<file path="config.mk">
export PLATFORM = sky130hd
export DESIGN_NAME = mont_mul_serial_flat
export DESIGN_NICKNAME = d
export VERILOG_FILES = /design/src/rtl/mont_mul_serial_if.sv /design/src/rtl/mont_mul_serial.sv /design/src/flat_wrapper.sv
export SDC_FILE = /design/constraint.sdc
export NUM_CORES = 1
export LEC_CHECK = 0
export CORE_MARGIN = 2
export CORE_UTILIZATION = 38
export CTS_CLUSTER_DIAMETER = 80
export DETAILED_ROUTE_END_ITERATION = 16
export PLACE_DENSITY = 0.64
export SLEW_MARGIN = 20
export SYNTH_ARGS = -nofsm -noshare
export SYNTH_HDL_FRONTEND = slang
export SYNTH_SLANG_ARGS = --single-unit
</file>
<file path="constraint.sdc">
create_clock -name clk -period 7.8 [get_ports clk]
set_clock_uncertainty 0.2 [all_clocks]
set_input_delay 1.56 -clock clk [delete_from_list [all_inputs] [get_ports clk]]
set_output_delay 1.56 -clock clk [all_outputs]
set_load 0.005 [all_outputs]
</file>
<file path="src/rtl/mont_mul_serial_if.sv">
// Start/operand/result bundle for the bit-serial Montgomery multiplier.
// The master side issues jobs and the slave side is the multiplier.
interface mont_mul_serial_if #(
  parameter int DW = 32
);
  logic          in_sig;
  logic [DW-1:0] a_i;
  logic [DW-1:0] b_i;
  logic [DW-1:0] prime_i;
  logic [DW-1:0] result;
  logic          busy;
  logic          done;

  modport master (
    output in_sig, a_i, b_i, prime_i,
    input  result, busy, done
  );

  modport slave (
    input  in_sig, a_i, b_i, prime_i,
    output result, busy, done
  );
endinterface

</file>
<file path="src/rtl/mont_mul_serial.sv">
// Bit-serial radix-2 Montgomery multiplier: result = a*b*2^-DW mod prime,
// one multiplier bit per cycle followed by a single conditional subtraction.
//
// state | meaning
// IDLE  | waiting for in_sig; operands latched on accept
// CALC  | DW iterations, one bit of a_reg per cycle
// FINAL | conditional subtraction into result, done pulses next cycle
module mont_mul_serial #(
  parameter int DW = 32,
  parameter int CW = 5
) (
  input  logic               clk,
  input  logic               reset,
  mont_mul_serial_if.slave   bus
);

  typedef enum logic [1:0] {IDLE, CALC, FINAL} state_t;

  state_t        state, state_nxt;
  logic [DW+1:0] s, s_nxt;
  logic [CW-1:0] cnt, cnt_nxt;
  logic [DW-1:0] a_reg, a_nxt;
  logic [DW-1:0] b_reg, b_nxt;
  logic [DW-1:0] p_reg, p_nxt;
  logic [DW-1:0] result_q, result_nxt;
  logic          done_q, done_nxt;
  logic [DW+1:0] t_add, t_odd;

  always_ff @(posedge clk) begin
    if (reset) begin
      state    <= IDLE;
      s        <= '0;
      cnt      <= '0;
      a_reg    <= '0;
      b_reg    <= '0;
      p_reg    <= '0;
      result_q <= '0;
      done_q   <= 1'b0;
    end else begin
      state    <= state_nxt;
      s        <= s_nxt;
      cnt      <= cnt_nxt;
      a_reg    <= a_nxt;
      b_reg    <= b_nxt;
      p_reg    <= p_nxt;
      result_q <= result_nxt;
      done_q   <= done_nxt;
    end
  end

  always_comb begin
    state_nxt  = state;
    s_nxt      = s;
    cnt_nxt    = cnt;
    a_nxt      = a_reg;
    b_nxt      = b_reg;
    p_nxt      = p_reg;
    result_nxt = result_q;
    done_nxt   = 1'b0;
    // S < 2p keeps S + b + p below 4p, so DW+2 bits never overflow
    t_add      = s + (a_reg[cnt] ? {2'b00, b_reg} : '0);
    t_odd      = t_add[0] ? t_add + {2'b00, p_reg} : t_add;

    case (state)
      IDLE: begin
        if (bus.in_sig) begin
          a_nxt     = bus.a_i;
          b_nxt     = bus.b_i;
          p_nxt     = bus.prime_i;
          s_nxt     = '0;
          cnt_nxt   = '0;
          state_nxt = CALC;
        end
      end
      CALC: begin
        s_nxt   = t_odd >> 1;
        cnt_nxt = cnt + CW'(1);
        if (cnt == CW'(DW - 1)) state_nxt = FINAL;
      end
      FINAL: begin
        // the true difference is below p, so DW-bit wraparound is exact
        if (s >= {2'b00, p_reg}) result_nxt = s[DW-1:0] - p_reg;
        else                     result_nxt = s[DW-1:0];
        done_nxt  = 1'b1;
        state_nxt = IDLE;
      end
      default: state_nxt = IDLE;
    endcase
  end

  assign bus.result = result_q;
  assign bus.busy   = (state != IDLE);
  assign bus.done   = done_q;

endmodule

</file>
<file path="src/flat_wrapper.sv">
// flat-port wrapper written by rule: the top's interface ports become plain ports
module mont_mul_serial_flat 
#(
  parameter int DW = 32,
  parameter int CW = 5
)
  (clk, reset, bus_in_sig, bus_a_i, bus_b_i, bus_prime_i, bus_result, bus_busy, bus_done);
  mont_mul_serial_if #(.DW(DW)) bus_i ();
  input  logic clk;
  input  logic reset;
  input wire logic [$bits(bus_i.in_sig)-1:0] bus_in_sig;
  input wire logic [$bits(bus_i.a_i)-1:0] bus_a_i;
  input wire logic [$bits(bus_i.b_i)-1:0] bus_b_i;
  input wire logic [$bits(bus_i.prime_i)-1:0] bus_prime_i;
  output wire logic [$bits(bus_i.result)-1:0] bus_result;
  output wire logic [$bits(bus_i.busy)-1:0] bus_busy;
  output wire logic [$bits(bus_i.done)-1:0] bus_done;
  assign bus_i.in_sig = bus_in_sig;
  assign bus_i.a_i = bus_a_i;
  assign bus_i.b_i = bus_b_i;
  assign bus_i.prime_i = bus_prime_i;
  assign bus_result = bus_i.result;
  assign bus_busy = bus_i.busy;
  assign bus_done = bus_i.done;
  mont_mul_serial #(.DW(DW), .CW(CW)) u_core (.clk(clk), .reset(reset), .bus(bus_i));
endmodule
</file>
After elaboration in Yosys (flattened, before gate mapping)
Cells that the tools add are included.

operators by class
  add/sub/neg operators = 4
  magnitude comparators = 2
  eq/ne operators = 5
  muxes and demuxes = 13
  reductions and logical operators = 6

operators with widths
  operator                                                                  number
  34-bit two-way mux                                                        2
  34-bit case mux with 2 select lines                                       1
  32-bit two-way mux                                                        2
  34-bit by 32-bit adder with 34-bit output                                 1
  34-bit adder                                                              1
  34-bit by 32-bit greater-or-equal comparator with 1-bit output            1
  32-bit subtractor                                                         1
  5-bit case mux with 2 select lines                                        1
  5-bit by 6-bit < comparator with 1-bit output (second input constant)     1
  2-bit AND reduction                                                       3
  5-bit by 1-bit adder with 5-bit output (second input constant)            1
  1-bit binary-select mux with 5-bit select                                 1
  5-bit equality test (second input constant)                               1
  5-bit two-way mux                                                         1
  2-bit two-way mux                                                         2
  2-bit case mux with 2 select lines                                        1
  2-bit nonzero test                                                        2
  2-bit by 1-bit equality test with 1-bit output (second input constant)    1
  2-bit equality test (second input constant)                               1
  2-bit logical NOT                                                         1
  1-bit two-way mux                                                         2
  2-bit by 1-bit inequality test with 1-bit output (second input constant)  1
  2-bit inequality test (second input constant)                             1

storage, ports and cells
  bits in registers = 170
  bits of input ports = 99
  output and inout bits = 34
  word-level logic and storage cells = 38

Logic depth before layout (Yosys ltp)
  depth in word-level cells = 7
  mapped depth = 29
  depth with buffers taken out = 27

Worst setup path after synthesis
OpenSTA, ideal clock, no wires.

  kind = register -> register
  from = register u_core.cnt[0]
  to = register u_core.s[32]
  library setup time = 0.075 ns
  data arrival time = 6.368 ns
  required time = 7.525 ns
  setup slack = 1.157 ns
  cell stages (with the launch flop) = 29
  path buffers = 2
  period minus slack after synthesis = 6.643 ns
  cell sequence = dfxtp_1 -> buf_1 -> mux4_2 -> mux4_2 -> mux2i_1 -> clkbuf_1 -> nor2b_1 -> ha_1 -> inv_1 -> fa_1 -> nand2b_1 -> a21oi_1 -> a211oi_1 -> a2bb2oi_1 -> o21ai_0 -> a41oi_1 -> o21bai_1 -> a21oi_1 -> xnor2_1 -> ha_1 -> a21o_1 -> a21oi_1 -> o21ai_0 -> a21o_1 -> a311oi_1 -> nor2_1 -> a21o_1 -> a211o_1 -> a31oi_1

between the ends
  cells in the longest elaborated chain, start to end = 7

RTL lines
  element                                      RTL line               source
  start: declaration                           mont_mul_serial.sv:21  logic [CW-1:0] cnt, cnt_nxt;
  start signal: assignment                     mont_mul_serial.sv:42  cnt <= cnt_nxt;
  1-bit binary-select mux with 5-bit select *  mont_mul_serial.sv:61  t_add = s + (a_reg[cnt] ? {2'b00, b_reg} : '0);
  1-bit two-way mux (not written as such) *    mont_mul_serial.sv:61
  32-bit two-way mux *                         mont_mul_serial.sv:61
  34-bit adder *                               mont_mul_serial.sv:61
  34-bit by 32-bit adder with 34-bit output    mont_mul_serial.sv:62  t_odd = t_add[0] ? t_add + {2'b00, p_reg} : t_add;
  34-bit two-way mux *                         mont_mul_serial.sv:62
  34-bit case mux with 2 select lines *        mont_mul_serial.sv:64  case (state)
  end signal: assignment                       mont_mul_serial.sv:41  s <= s_nxt;
  end: declaration                             mont_mul_serial.sv:20  logic [DW+1:0] s, s_nxt;

Mark *: on every way between the ends. The rest lies on a longest branch, timed or not. The select of a mux whose other input is x is not followed.
A chain may end at the register's enable or synchronous reset.

Worst setup path after layout
  from = register u_core.cnt[0]
  to = register u_core.s[30]

The elaborated chain is that of the path after synthesis.

==> out/metrics.csv <==
metric;value;unit
switchingPower;0.697;mW
synth_edf_count;0;
crit_required;7.89;ns
fmax;0.143;GHz
path_max_fanout;32;
clk_pin_slew_worst_paths;0.08;ns
rsz0062_at_grt;no;
dieArea;0.0320;mm²
p_leak;5.70;nW
timing.final.max_slew_violations;0;
drtIter0Drc;1011;
die_w;179;µm
synth_common_cells;nand2_1, a21oi_1, dfxtp_1;
yosysMostFrequentCell;nand2_1;
cts_buffer_depth;2;
cts_buffers;17;
drt_pass1_iterations;5;
rows;64;
grt_antenna_before_repair;0;
final_antenna_net_count;0;
synth.distinct_cells;74;
wl;32.9;mm
seq_power_share;42.0;%
yosysWarnings;0;
synth_top_area_share;29.1;%
synth_top_area_cell;dfxtp_1;
cts.sinks;169;
grt_pass1_wl;52.9;mm
hold_viol;0;
grt_usage;20.7;%
htreeDepth;4;
drive_above_1_share;4.90;%
status;complete, no violations;
vias_per_cell;5.43;
setup_viol;0;
io_pins;133;
power_frac_comb;17.9;%
die_h;179;µm
reg2reg_depth;27;
ys_seq_elements;169;
worst_slew_pin_slew;1.06;ns
grt.overflow.total;0;
hp-class;register to register;
final_cells;2009;
drt-wirelength-per-cell;16.4;µm
fin_crit;7.00;ns
drv_cap;0;
dp_hpwl;24.4;mm
relSlewSlack;29.0;%
clock_latency;0.44;ns
powerDensity;159;mW/mm²
cts_tree;yes;
synthArstFlopShare;0;%
p_int;1.51;mW
clockPowerShare;40.2;%
initial_core_util;38.3;%
grt_max_degree;106;
yosys-top-cells-area;dfxtp_1, ha_1, nand2_1;
syn_inst;1519;
hold_path_depth;2;
grt_pass1_vias;10159;
syn_to_final_growth;19.0;%
fin_setup_tns;0;ns
avgSynthCellArea;7.66;µm²
ir_worst_vdd;0.132;mV
period_share;89.8;%
place_congestion;0.875;
num_vias;10916;
root_buffer;clkbuf_16;
switching_share;31.6;%
critPathCaptureType;register;
crit_arrival;7.10;ns
core;0.0303;mm²
drc;0;
syn_area;0.0116;mm²
portBuffers;132;
dp.cells;1977;
synth_ff_type;dfxtp_1;
regMostFlops;u_core.s;
seq_area_frac_synth;29.1;%
largest_reg_flops;33;
worst_setup_path_start_kind;register;
num_antenna_cells;0;
path_class;register to register;
p_total;2.21;mW
layout.nets;1799;
synthesis.nets;1718;
[power groups by stage]
stage          clock (mW)  combinational (mW)  sequential (mW)
2_1_floorplan           0               0.279            0.929
4_1_cts             0.895               0.393            0.926
6_report            0.886               0.394            0.926
3_5_place_dp            0               0.391            0.946
5_1_grt             0.926               0.436            0.930
3_3_place_gp            0               0.387            0.945
[worst max-delay path: stages (launching register included)]
cell	delay, ns
dfxtp_2	0.56
mux4_2	0.55
mux4_2	0.49
mux2i_2	0.15
buf_4	0.32
nor2b_1	0.09
ha_1	0.21
inv_1	0.07
fa_1	0.20
nand2b_1	0.14
a21oi_1	0.09
a211oi_1	0.44
a2bb2oi_1	0.38
o21ai_0	0.19
a41oi_1	0.32
o21bai_1	0.09
a21oi_1	0.17
xnor2_1	0.17
ha_1	0.33
a21o_1	0.18
a21oi_1	0.13
o21ai_0	0.11
a21o_1	0.20
a311oi_1	0.38
o31a_1	0.20
xnor2_1	0.06
a222oi_1	0.33
nor2_1	0.07
[cells by family (layout without fill, tap and decap cells)]
kind of cell               Yosys count  after routing  synth area share, %
xor gates and xnor gates            77             77                 5.80
adders and majority gates          100            100                 11.0
AOI/OAI and AO/OA                  467            467                 24.9
buffers and inverters              134            228                 4.61
and+or+nand+nor                    543            543                 21.0
DFF                                169            169                 29.1
muxes                               29             29                 3.66
[repair_timing]
action / 4_1_cts / 5_1_grt
setup buffers: 0 / 0
endpoints found under the setup margin: 0 / 5
resized for setup: 0 / 1
hold buffers: 0 / 0
endpoints found under the hold margin: 0 / 0
[through the flow]
step                      cell area, µm²  setup WS, ns  hold slack (ns)  util (%)
final                              13800         0.797            0.250      45.6
after global routing               13800        0.0997            0.271      45.6
after CTS                          13800         0.511            0.254      45.5
after detailed placement           13200         0.588            0.243      43.5
after global placement             13200         0.754            0.239      43.5
after floorplan                    11600          1.16            0.232         -
[cells in the final DEF (no fill, tap or decap), types with 6 or more instances in the layout]
cell type | netlist | final
o21bai_1 | 9 | 9
and3_1 | 8 | 8
a21o_1 | 52 | 52
nand3b_1 | 6 | 6
nand2b_1 | 22 | 22
nor3_1 | 32 | 32
clkdlybuf4s50_1 | 0 | 131
nor2_1 | 82 | 81
a31oi_1 | 36 | 36
xnor2_1 | 57 | 57
dfxtp_1 | 169 | 168
o21a_1 | 15 | 15
a211oi_1 | 9 | 9
nand2_1 | 290 | 289
mux2_2 | 8 | 8
clkbuf_16 | 0 | 17
inv_8 | 0 | 6
nor2b_1 | 42 | 41
nand4_1 | 10 | 10
ha_1 | 97 | 97
mux4_2 | 10 | 10
nand3_1 | 22 | 22
a21oi_1 | 201 | 201
mux2i_1 | 11 | 10
inv_1 | 55 | 55
xor2_1 | 20 | 20
a22oi_1 | 11 | 11
a222oi_1 | 6 | 6
o21ai_0 | 68 | 68
buf_4 | 0 | 10
[metal layers]
layer / GRT usage [%] / part of all wire, % / vias up
met5: 0 / 0 / -
met4: 4.81 / 1.6 / 0
met3: 2.74 / 6.1 / 26
met2: 31.5 / 42 / 333
met1: 30.8 / 50 / 5019
li1: - / - / 5538
[final cells by class]
class / instances / area (µm²)
clock buffer: 17 / 425
clock inverter: 15 / 184
fill: 3025 / 16500
inverter: 55 / 206
multi-input combinational: 1216 / 7750
sequential: 169 / 3380
tap: 396 / 495
timing repair buffer: 141 / 1390
[path summary, 6_finish.rpt]
path,slack [ns],endpoint,start
worst min register to register,0.25,u_core.b_reg[12],u_core.b_reg[12]
worst max-delay path,0.80,u_core.s[30],u_core.cnt[0]
worst min-delay path,0.25,u_core.b_reg[12],u_core.b_reg[12]
worst max register to register,0.80,u_core.s[30],u_core.cnt[0]
Note: power is estimated with default switching activity, not from simulation.
